$ cat src/rtl/return_addr_stack.sv
// Return-address stack: JAL pushes its link address in ID, JR $ra pops an early
// predicted target, and the prediction is checked when the JR resolves in EX.
module return_addr_stack #(
   parameter int PC_WIDTH = 32,
   parameter int DEPTH    = 8,
   parameter int PTR_W    = 3
) (
   input  logic                ras_i_clk,
   input  logic                ras_i_rst_n,
   input  logic                ras_i_stall,
   input  logic                ras_i_flush,
   input  logic                ras_i_push,
   input  logic [PC_WIDTH-1:0] ras_i_push_addr,
   input  logic                ras_i_pop,
   input  logic                ras_i_resolve,
   input  logic [PC_WIDTH-1:0] ras_i_actual_addr,
   output logic [PC_WIDTH-1:0] ras_o_pc,
   output logic                ras_o_change_pc,
   output logic                ras_o_busy,
   output logic                ras_o_mispredict,
   output logic [PC_WIDTH-1:0] ras_o_correct_pc,
   output logic [PTR_W:0]      ras_o_count
);

   typedef enum logic {IDLE, PENDING} state_t;

   localparam logic [PTR_W:0] L_FULL = (PTR_W+1)'(DEPTH);

   state_t              r_state;
   state_t              w_nextState;
   logic [PC_WIDTH-1:0] r_stack [DEPTH];
   logic [PTR_W-1:0]    r_top;
   logic [PTR_W:0]      r_count;
   logic [PC_WIDTH-1:0] r_pred;
   logic                r_predValid;

   logic                w_pushEn;
   logic                w_popEn;
   logic                w_popHit;
   logic                w_resolveEn;
   logic                w_match;
   logic [PTR_W-1:0]    w_topM1;
   logic [PC_WIDTH-1:0] w_topEntry;

   // Flush squashes everything; stall only holds the ID-side push/pop.
   assign w_pushEn    = ras_i_push && !ras_i_stall && !ras_i_flush;
   assign w_popEn     = ras_i_pop && !ras_i_stall && !ras_i_flush && (r_state == IDLE);
   assign w_popHit    = w_popEn && (r_count != '0);
   assign w_resolveEn = ras_i_resolve && !ras_i_flush && (r_state == PENDING);
   assign w_topM1     = r_top - PTR_W'(1);
   assign w_topEntry  = r_stack[w_topM1];
   assign w_match     = r_predValid && (r_pred == ras_i_actual_addr);

   always_ff @(posedge ras_i_clk or negedge ras_i_rst_n) begin
      if (!ras_i_rst_n) begin
         r_state <= IDLE;
      end else begin
         r_state <= w_nextState;
      end
   end

   always_comb begin
      w_nextState = r_state;
      case (r_state)
         IDLE:    if (w_popEn) w_nextState = PENDING;
         PENDING: if (ras_i_resolve || ras_i_flush) w_nextState = IDLE;
         default: w_nextState = IDLE;
      endcase
   end

   // A push paired with a non-empty pop replaces the popped slot in place.
   always_ff @(posedge ras_i_clk or negedge ras_i_rst_n) begin
      if (!ras_i_rst_n) begin
         for (int i = 0; i < DEPTH; i++) begin
            r_stack[i] <= '0;
         end
         r_top       <= '0;
         r_count     <= '0;
         r_pred      <= '0;
         r_predValid <= 1'b0;
      end else begin
         if (w_pushEn && w_popHit) begin
            r_stack[w_topM1] <= ras_i_push_addr;
         end else if (w_pushEn) begin
            r_stack[r_top] <= ras_i_push_addr;
            r_top          <= r_top + PTR_W'(1);
            if (r_count != L_FULL) begin
               r_count <= r_count + (PTR_W+1)'(1);
            end
         end else if (w_popHit) begin
            r_top   <= w_topM1;
            r_count <= r_count - (PTR_W+1)'(1);
         end
         if (w_popEn) begin
            r_predValid <= w_popHit;
            if (w_popHit) begin
               r_pred <= w_topEntry;
            end
         end
      end
   end

   always_comb begin
      ras_o_pc         = '0;
      ras_o_change_pc  = 1'b0;
      ras_o_mispredict = 1'b0;
      ras_o_correct_pc = '0;
      ras_o_busy       = (r_state == PENDING);
      ras_o_count      = r_count;
      if (w_popHit) begin
         ras_o_pc        = w_topEntry;
         ras_o_change_pc = 1'b1;
      end
      if (w_resolveEn && !w_match) begin
         ras_o_mispredict = 1'b1;
         ras_o_correct_pc = ras_i_actual_addr;
      end
   end

endmodule

$ cat config.mk
export PLATFORM = sky130hd
export DESIGN_NAME = return_addr_stack
export DESIGN_NICKNAME = d
export VERILOG_FILES = /design/src/rtl/return_addr_stack.sv
export SDC_FILE = /design/constraint.sdc
export NUM_CORES = 1
export LEC_CHECK = 0
export BUFFER_PORTS_ARGS = -buffer_cell sky130_fd_sc_hd__buf_2
export CAP_MARGIN = 20
export CORE_MARGIN = 4
export CORE_UTILIZATION = 65
export CTS_BUF_LIST = sky130_fd_sc_hd__clkbuf_8
export DETAILED_ROUTE_END_ITERATION = 8
export MAX_ROUTING_LAYER = met4
export PLACE_DENSITY = 0.93
export SLEW_MARGIN = 10
export SYNTH_ARGS = -nofsm -noshare
export SYNTH_HDL_FRONTEND = slang
export SYNTH_SLANG_ARGS = --single-unit
$ cat constraint.sdc
create_clock -name ras_i_clk -period 10 [get_ports ras_i_clk]
set_clock_uncertainty 0.2 [all_clocks]
set_input_delay 0.5 -clock ras_i_clk [delete_from_list [all_inputs] [get_ports ras_i_clk]]
set_output_delay 0.5 -clock ras_i_clk [all_outputs]
set_load 0.05 [all_outputs]
==> flow_metrics.env, run 1 <==
export IMPL_status="finished, final reports clean"
export IMPL_placed_cells=1500
export IMPL_drive_above_1_share_pct=40.72
export IMPL_finalNetCount=1357
export IMPL_drt_first_iter_violations=1603
export IMPL_synth_most_common_cell="dfrtp_1"
export IMPL_syn2layout_area_growth_pct=14.24
export IMPL_nFillCells=1181
export IMPL_drc=0
export IMPL_synthTopCellsByCount="297 x dfrtp_1, 257 x mux2_2, 91 x nand3_1, 60 x nand2_1, 47 x buf_2"
export IMPL_die_h_um=155.6
export IMPL_yosys_top_cells_area="dfrtp_1 52%, mux2_2 20%, nand3_1 3.2%, mux4_2 3.2%, buf_2 1.7%"
export IMPL_track_usage_pct=33.82
export IMPL_crit_path_max_fanout=61
export IMPL_max_slew_margin_rel_pct=31.83
export IMPL_post_route_period_util_pct=56.19
export IMPL_vias=10890
export IMPL_ir_drop_uv=317.8
export IMPL_tns_ns=0
export IMPL_slew_viol_final=0
export IMPL_fp_dieW_um=155.6
export IMPL_hold_depth=3
export IMPL_io_buffer_count=141
export IMPL_fmax_ghz=0.1780
export IMPL_setup_viol_count_final=0
export IMPL_use_met3_pct=9.126
export IMPL_synth_cell_types=54
export IMPL_r2r_end="r_stack[207]"
export IMPL_diodes=0
export IMPL_gp_congestion=1.008
export IMPL_worstSkewPairLatency_ns=0.58
export IMPL_htree_levels=2
export IMPL_core_um2=21220
export IMPL_antenna_found_initial=0
export IMPL_routed_wirelength_um=40460
export IMPL_io_pins=142
export IMPL_start_util_pct=66.74
export IMPL_report_final_hold_viol_count=0
export IMPL_synth_area_um2=14160
export IMPL_synth_main_ff_cell="dfrtp_1"
export IMPL_r2r_worst_path_cells=9
export IMPL_first_pass_iters=6
export IMPL_wire_per_inst_um=25.46
export IMPL_cts_tree="done"
export IMPL_use_met1_pct=41.45
export IMPL_cts_path_max_buffers=3
export IMPL_worstMarginPinSlew_ns=1.023
export IMPL_fin_cells=1589
export IMPL_cp_arrival_ns=4.92
export IMPL_vias_per_cell=6.854
export IMPL_worstHoldEndpoint="ras_o_busy"
export IMPL_cts_root_buffer="clkbuf_8"
export IMPL_synth_async_sr_flop_share_pct=100.0
export IMPL_grt_overflow=0
export IMPL_grt_pass1_vias=11110
export IMPL_cp_start_kind="register"
export IMPL_hpwl_um=23670
export IMPL_final_core_util_pct=76.24
export IMPL_cts_setup_buffers=0
export IMPL_power_mw=5.758
export IMPL_r2r_start="r_top[0]"
export IMPL_end_kind="output pin"
export IMPL_leakagePower_nw=7.528
export IMPL_synth_cells=1148
export IMPL_top_usage_layer="met2"
export IMPL_synth_seq_area_share_pct=52.48
export IMPL_multi_input_area_um2=6351
export IMPL_synth_nets=1226
export IMPL_hold_path_startpoint="ras_i_resolve"
export IMPL_met2_usage_pct=53.09
export IMPL_cap_violations=0
export IMPL_crit_required_ns=9.30
export IMPL_cts_buffers=46
export IMPL_synth_seq_cells=297
export IMPL_grt_pass1_wl_um=61960
export IMPL_synth_largest_area_cell="dfrtp_1"
export IMPL_ant_nets=0
export IMPL_grt_max_degree=138
export IMPL_syn_area_per_cell_um2=12.34
export IMPL_power_density_nw_per_um2=355.9
export IMPL_synth_edf_count=0
export IMPL_yosys_warnings=0
export IMPL_rsz0062_at_grt="false"
export IMPL_clkSinkCount=297
export IMPL_rows=53
export IMPL_yosysTopAreaCellShare_pct=52.48
export IMPL_ff_latch_area_um2=7433
export IMPL_worstSetupPathType="register to output pin"
export IMPL_min_path_type="primary input to register"
export IMPL_finalCriticalPeriod_ns=5.619
export IMPL_clk_pin_slew_worst_paths_ns=0.08
export IMPL_dieArea_um2=24210
export IMPL_r2r_slack_ns=4.99
## final cells by class
cell class / count / share of cell area, %
sequential: 297 / 45.94
multi-input combinational: 753 / 39.25
inverter: 14 / 0.3248
clock buffer: 68 / 5.785
clock inverter: 15 / 0.5336
tap: 275 / 2.127
timing repair buffer: 167 / 6.032
## flip-flops by register name, summed over array words and instances (netlist names)
register / count
ras_o_busy: 1
r_top: 3
r_stack: 256
r_pred: 32
r_predValid: 1
ras_o_count: 4
## kinds of logic (layout without fill, tap and decap cells)
kind of cell,after synthesis,count (layout),share of synthesized area [%]
simple gates,311,311,11.79
mux,304,304,25.56
flops,297,297,52.48
compound gates,99,99,4.267
buf+inv,98,264,3.198
xor+xnor,32,32,2.032
fa+ha+maj,7,7,0.6714
## where the power goes
| part | switching [mW] | internal (mW) | total, mW |
|---|---|---|---|
| Sequential | 0.369 | 1.76 | 2.12 |
| Combinational | 1.51 | 1.01 | 2.53 |
| Clock | 0.483 | 0.622 | 1.11 |
## critical path: stages, from the launching register on
cell and delay, ns:
dfrtp_2 0.41, inv_1 0.44, buf_4 0.33, ha_4 0.39, buf_4 0.70, nor2b_1 0.84, buf_4 0.37, nand3_1 0.12
nand4_1 0.13, nor3_1 0.13, nor2_1 0.16, buf_2 0.28
## worst max-delay path by stage
| stage | cells after the start | endpoint | slack (ns) | from |
|---|---|---|---|---|
| floorplan | 10 | ras_o_pc[0] | 5.99 | r_top[0] |
| global placement | 8 | r_stack[210] | 5.33 | r_top[0] |
| detailed placement | 8 | r_stack[207] | 5.16 | r_top[0] |
| CTS | 11 | ras_o_pc[19] | 4.55 | r_top[0] |
| global route | 11 | ras_o_pc[11] | 4.24 | r_top[0] |
| finish | 11 | ras_o_pc[15] | 4.38 | r_top[0] |
## timing repair
item | 4_1_cts | 5_1_grt
gates resized for setup | 0 | 0
endpoints found under the hold margin | 136 | 0
hold buffers | 2 | 0
setup endpoints to repair | 0 | 0
## metal layers
metal	share of wire (%)	routed length (um)
met1	37	14860
met2	48	19550
met3	11	4265
met4	4.4	1777
met5	0	0
## stage by stage
| step | setup slack (ns) | area [um2] | hold slack (ns) |
|---|---|---|---|
| global route | 4.241 | 16180 | 0.03141 |
| detailed placement | 5.164 | 15050 | 0.2810 |
| global placement | 5.333 | 15050 | 0.2714 |
| finish | 4.381 | 16180 | 0.02085 |
| CTS | 4.545 | 16090 | 0.006019 |
| floorplan | 5.989 | 14160 | 0.004409 |
## layout by cell type, fill, tap and decap left out, drive strengths merged, types with 17 or more instances in the layout
master,count
mux2i,23
a21o,17
clkbuf,68
nor3b,26
nand2,60
dfrtp,297
nand4,19
buf,165
nor3,45
nand3,91
xor2,19
inv,25
nand3b,19
a21oi,37
mux2,261
nor2,26
mux4,20
o21ai,25
Note: power is estimated with default switching activity, not from simulation.
==> run 2, diff against run 1 <==
Settings changed: CORE_UTILIZATION 65 to 61, PLACE_DENSITY 0.93 to 0.88.
Clock period 10 ns to 5.8 ns, I/O delays scaled along.
==> flow_metrics.env, run 2 (synthesis gave the netlist of run 1 again) <==
export IMPL_first_pass_iters=7
export IMPL_io_buffer_count=141
export IMPL_worstSetupPathType="register to output pin"
export IMPL_cp_start_kind="register"
export IMPL_holdBufCountCts=37
export IMPL_cts_setup_buffers=0
export IMPL_routed_wirelength_um=38080
export IMPL_clkSinkCount=297
export IMPL_crit_path_max_fanout=51
export IMPL_swShare_pct=40.75
export IMPL_ir_drop_uv=580.4
export IMPL_cts_tree="done"
export IMPL_leakagePower_nw=7.571
export IMPL_die_h_um=160.4
export IMPL_setup_viol_count_final=0
export IMPL_final_core_util_pct=71.70
export IMPL_finalNetCount=1390
export IMPL_report_final_hold_viol_count=0
export IMPL_postLayoutSetupSlackWorst_ns=1.396
export IMPL_cts_path_max_buffers=3
export IMPL_syn2layout_area_growth_pct=14.97
export IMPL_fp_dieW_um=160.4
export IMPL_grt_pass1_wl_um=60130
export IMPL_post_route_period_util_pct=75.92
export IMPL_cp_arrival_ns=3.91
export IMPL_layout_common_cells="296 x dfrtp_1, 257 x mux2_2, 140 x buf_2, 91 x nand3_1, 60 x nand2_1"
export IMPL_finalCriticalPeriod_ns=4.404
export IMPL_worstSkewPairLatency_ns=0.56
export IMPL_drc=0
export IMPL_grt_overflow=0
export IMPL_ant_nets=0
export IMPL_vias_per_cell=6.558
export IMPL_rsz0062_at_grt="false"
export IMPL_largest_register_ffs=256
export IMPL_gp_congestion=0.8697
export IMPL_crit_required_ns=5.31
export IMPL_min_path_type="primary input to register"
export IMPL_start_util_pct=62.36
export IMPL_worstMarginPinSlew_ns=1.024
export IMPL_tns_ns=0
export IMPL_track_usage_pct=30.16
export IMPL_pwr_share_clk_pct=16.7
export IMPL_p_comb_share_pct=45.0
export IMPL_final_common_cell="dfrtp_1"
export IMPL_core_um2=22710
export IMPL_htree_levels=2
export IMPL_post_cts_resize_count=0
export IMPL_power_density_nw_per_um2=581.5
export IMPL_cts_buffers=45
export IMPL_top_register="r_stack"
export IMPL_rows=55
export IMPL_drive_above_1_share_pct=38.54
export IMPL_slew_viol_final=0
export IMPL_io_pins=142
export IMPL_drt_first_iter_violations=1032
export IMPL_antenna_found_initial=1
export IMPL_cts_root_buffer="clkbuf_8"
export IMPL_max_slew_margin_rel_pct=31.70
export IMPL_grt_pass1_vias=11260
export IMPL_status="finished, final reports clean"
export IMPL_wire_per_inst_um=23.44
export IMPL_cap_violations=0
export IMPL_pwr_share_seq_pct=38.3
export IMPL_end_kind="output pin"
export IMPL_vias=10660
export IMPL_power_switching_mw=3.858
export IMPL_fmax_ghz=0.2271
export IMPL_grt_max_degree=167
export IMPL_clk_pin_slew_worst_paths_ns=0.07
export IMPL_hpwl_um=23170
export IMPL_dp_slack_ns=1.683
export IMPL_dieArea_um2=25720
export IMPL_internal_power_mw=5.610
run 2: cell types whose count changed in the layout (fill, tap and decap cells not counted), sizes merged:
| cell | previous run | this run |
|---|---|---|
| clkinvlp | 0 | 1 |
| buf | 165 | 164 |
| dlygate4sd3 | 2 | 37 |
| inv | 25 | 34 |
| clkbuf | 68 | 52 |
| bufinv | 1 | 0 |
| diode | 0 | 1 |
| clkinv | 3 | 1 |
run 2: worst paths after layout:
| kind | cells after the start | start | to | slack (ns) |
|---|---|---|---|---|
| setup / recovery | 9 | r_top[0] | ras_o_pc[27] | 1.40 |
| hold / removal | 5 | ras_i_stall | r_top[1] | 0.03 |
| setup reg to reg | 8 | ras_o_count[1] | r_stack[118] | 1.74 |
| hold reg to reg | 1 | r_stack[72] | r_stack[72] | 0.30 |
| max in group asynchronous | 3 | ras_i_rst_n | r_top[0] | 3.75 |
| min in group asynchronous | 2 | ras_i_rst_n | r_stack[232] | 0.20 |
run 2: stage by stage:
stage / hold WS, ns / instance area [um2] / cells / power (mW)
global route: 0.1011 / 16280 / 1625 / 9.925
floorplan: -0.2056 / 14160 / 1148 / 6.484
CTS: 0.01470 / 16280 / 1624 / 9.361
detailed placement: 0.2706 / 15110 / 1513 / 7.729
finish: 0.03113 / 16280 / 1625 / 9.468
global placement: 0.2697 / 15110 / 1513 / 7.508
run 2: critical path: stages, from the launching register on:
cell and delay, ns:
dfrtp_2 0.40, inv_1 0.06, buf_4 0.34, ha_4 0.61
and2_1 0.57, buf_4 0.35, a221o_1 0.19, o21ai_0 0.09
a21oi_1 0.35, buf_2 0.35
run 2: area by class of cell:
cell class	instances	area, um2
flip-flops and latches	297	7433
fillers	1394	6426
multi-input cells	753	6351
repair buffers	201	1284
clock buffers	52	715.7
well taps	285	356.6
clock inverters	22	87.58
inverters	14	52.55
diodes	1	2.502
run 2: power by group through the flow:
stage / logic, mW / clock network, mW / registers, mW
floorplan: 3.03 / 0 / 3.45
global placement: 3.98 / 0 / 3.52
detailed placement: 4.12 / 0 / 3.61
CTS: 4.18 / 1.59 / 3.59
global route: 4.54 / 1.68 / 3.71
finish: 4.26 / 1.58 / 3.62
run 2: metal layers:
layer	vias up	part of all wire [%]	routed length, um	global-route usage, %
li1	4489	-	-	-
met1	5351	38	14560	36.57
met2	653	48	18370	48.27
met3	163	9.2	3498	7.005
met4	0	4.4	1657	14.47
met5	-	0	0	-
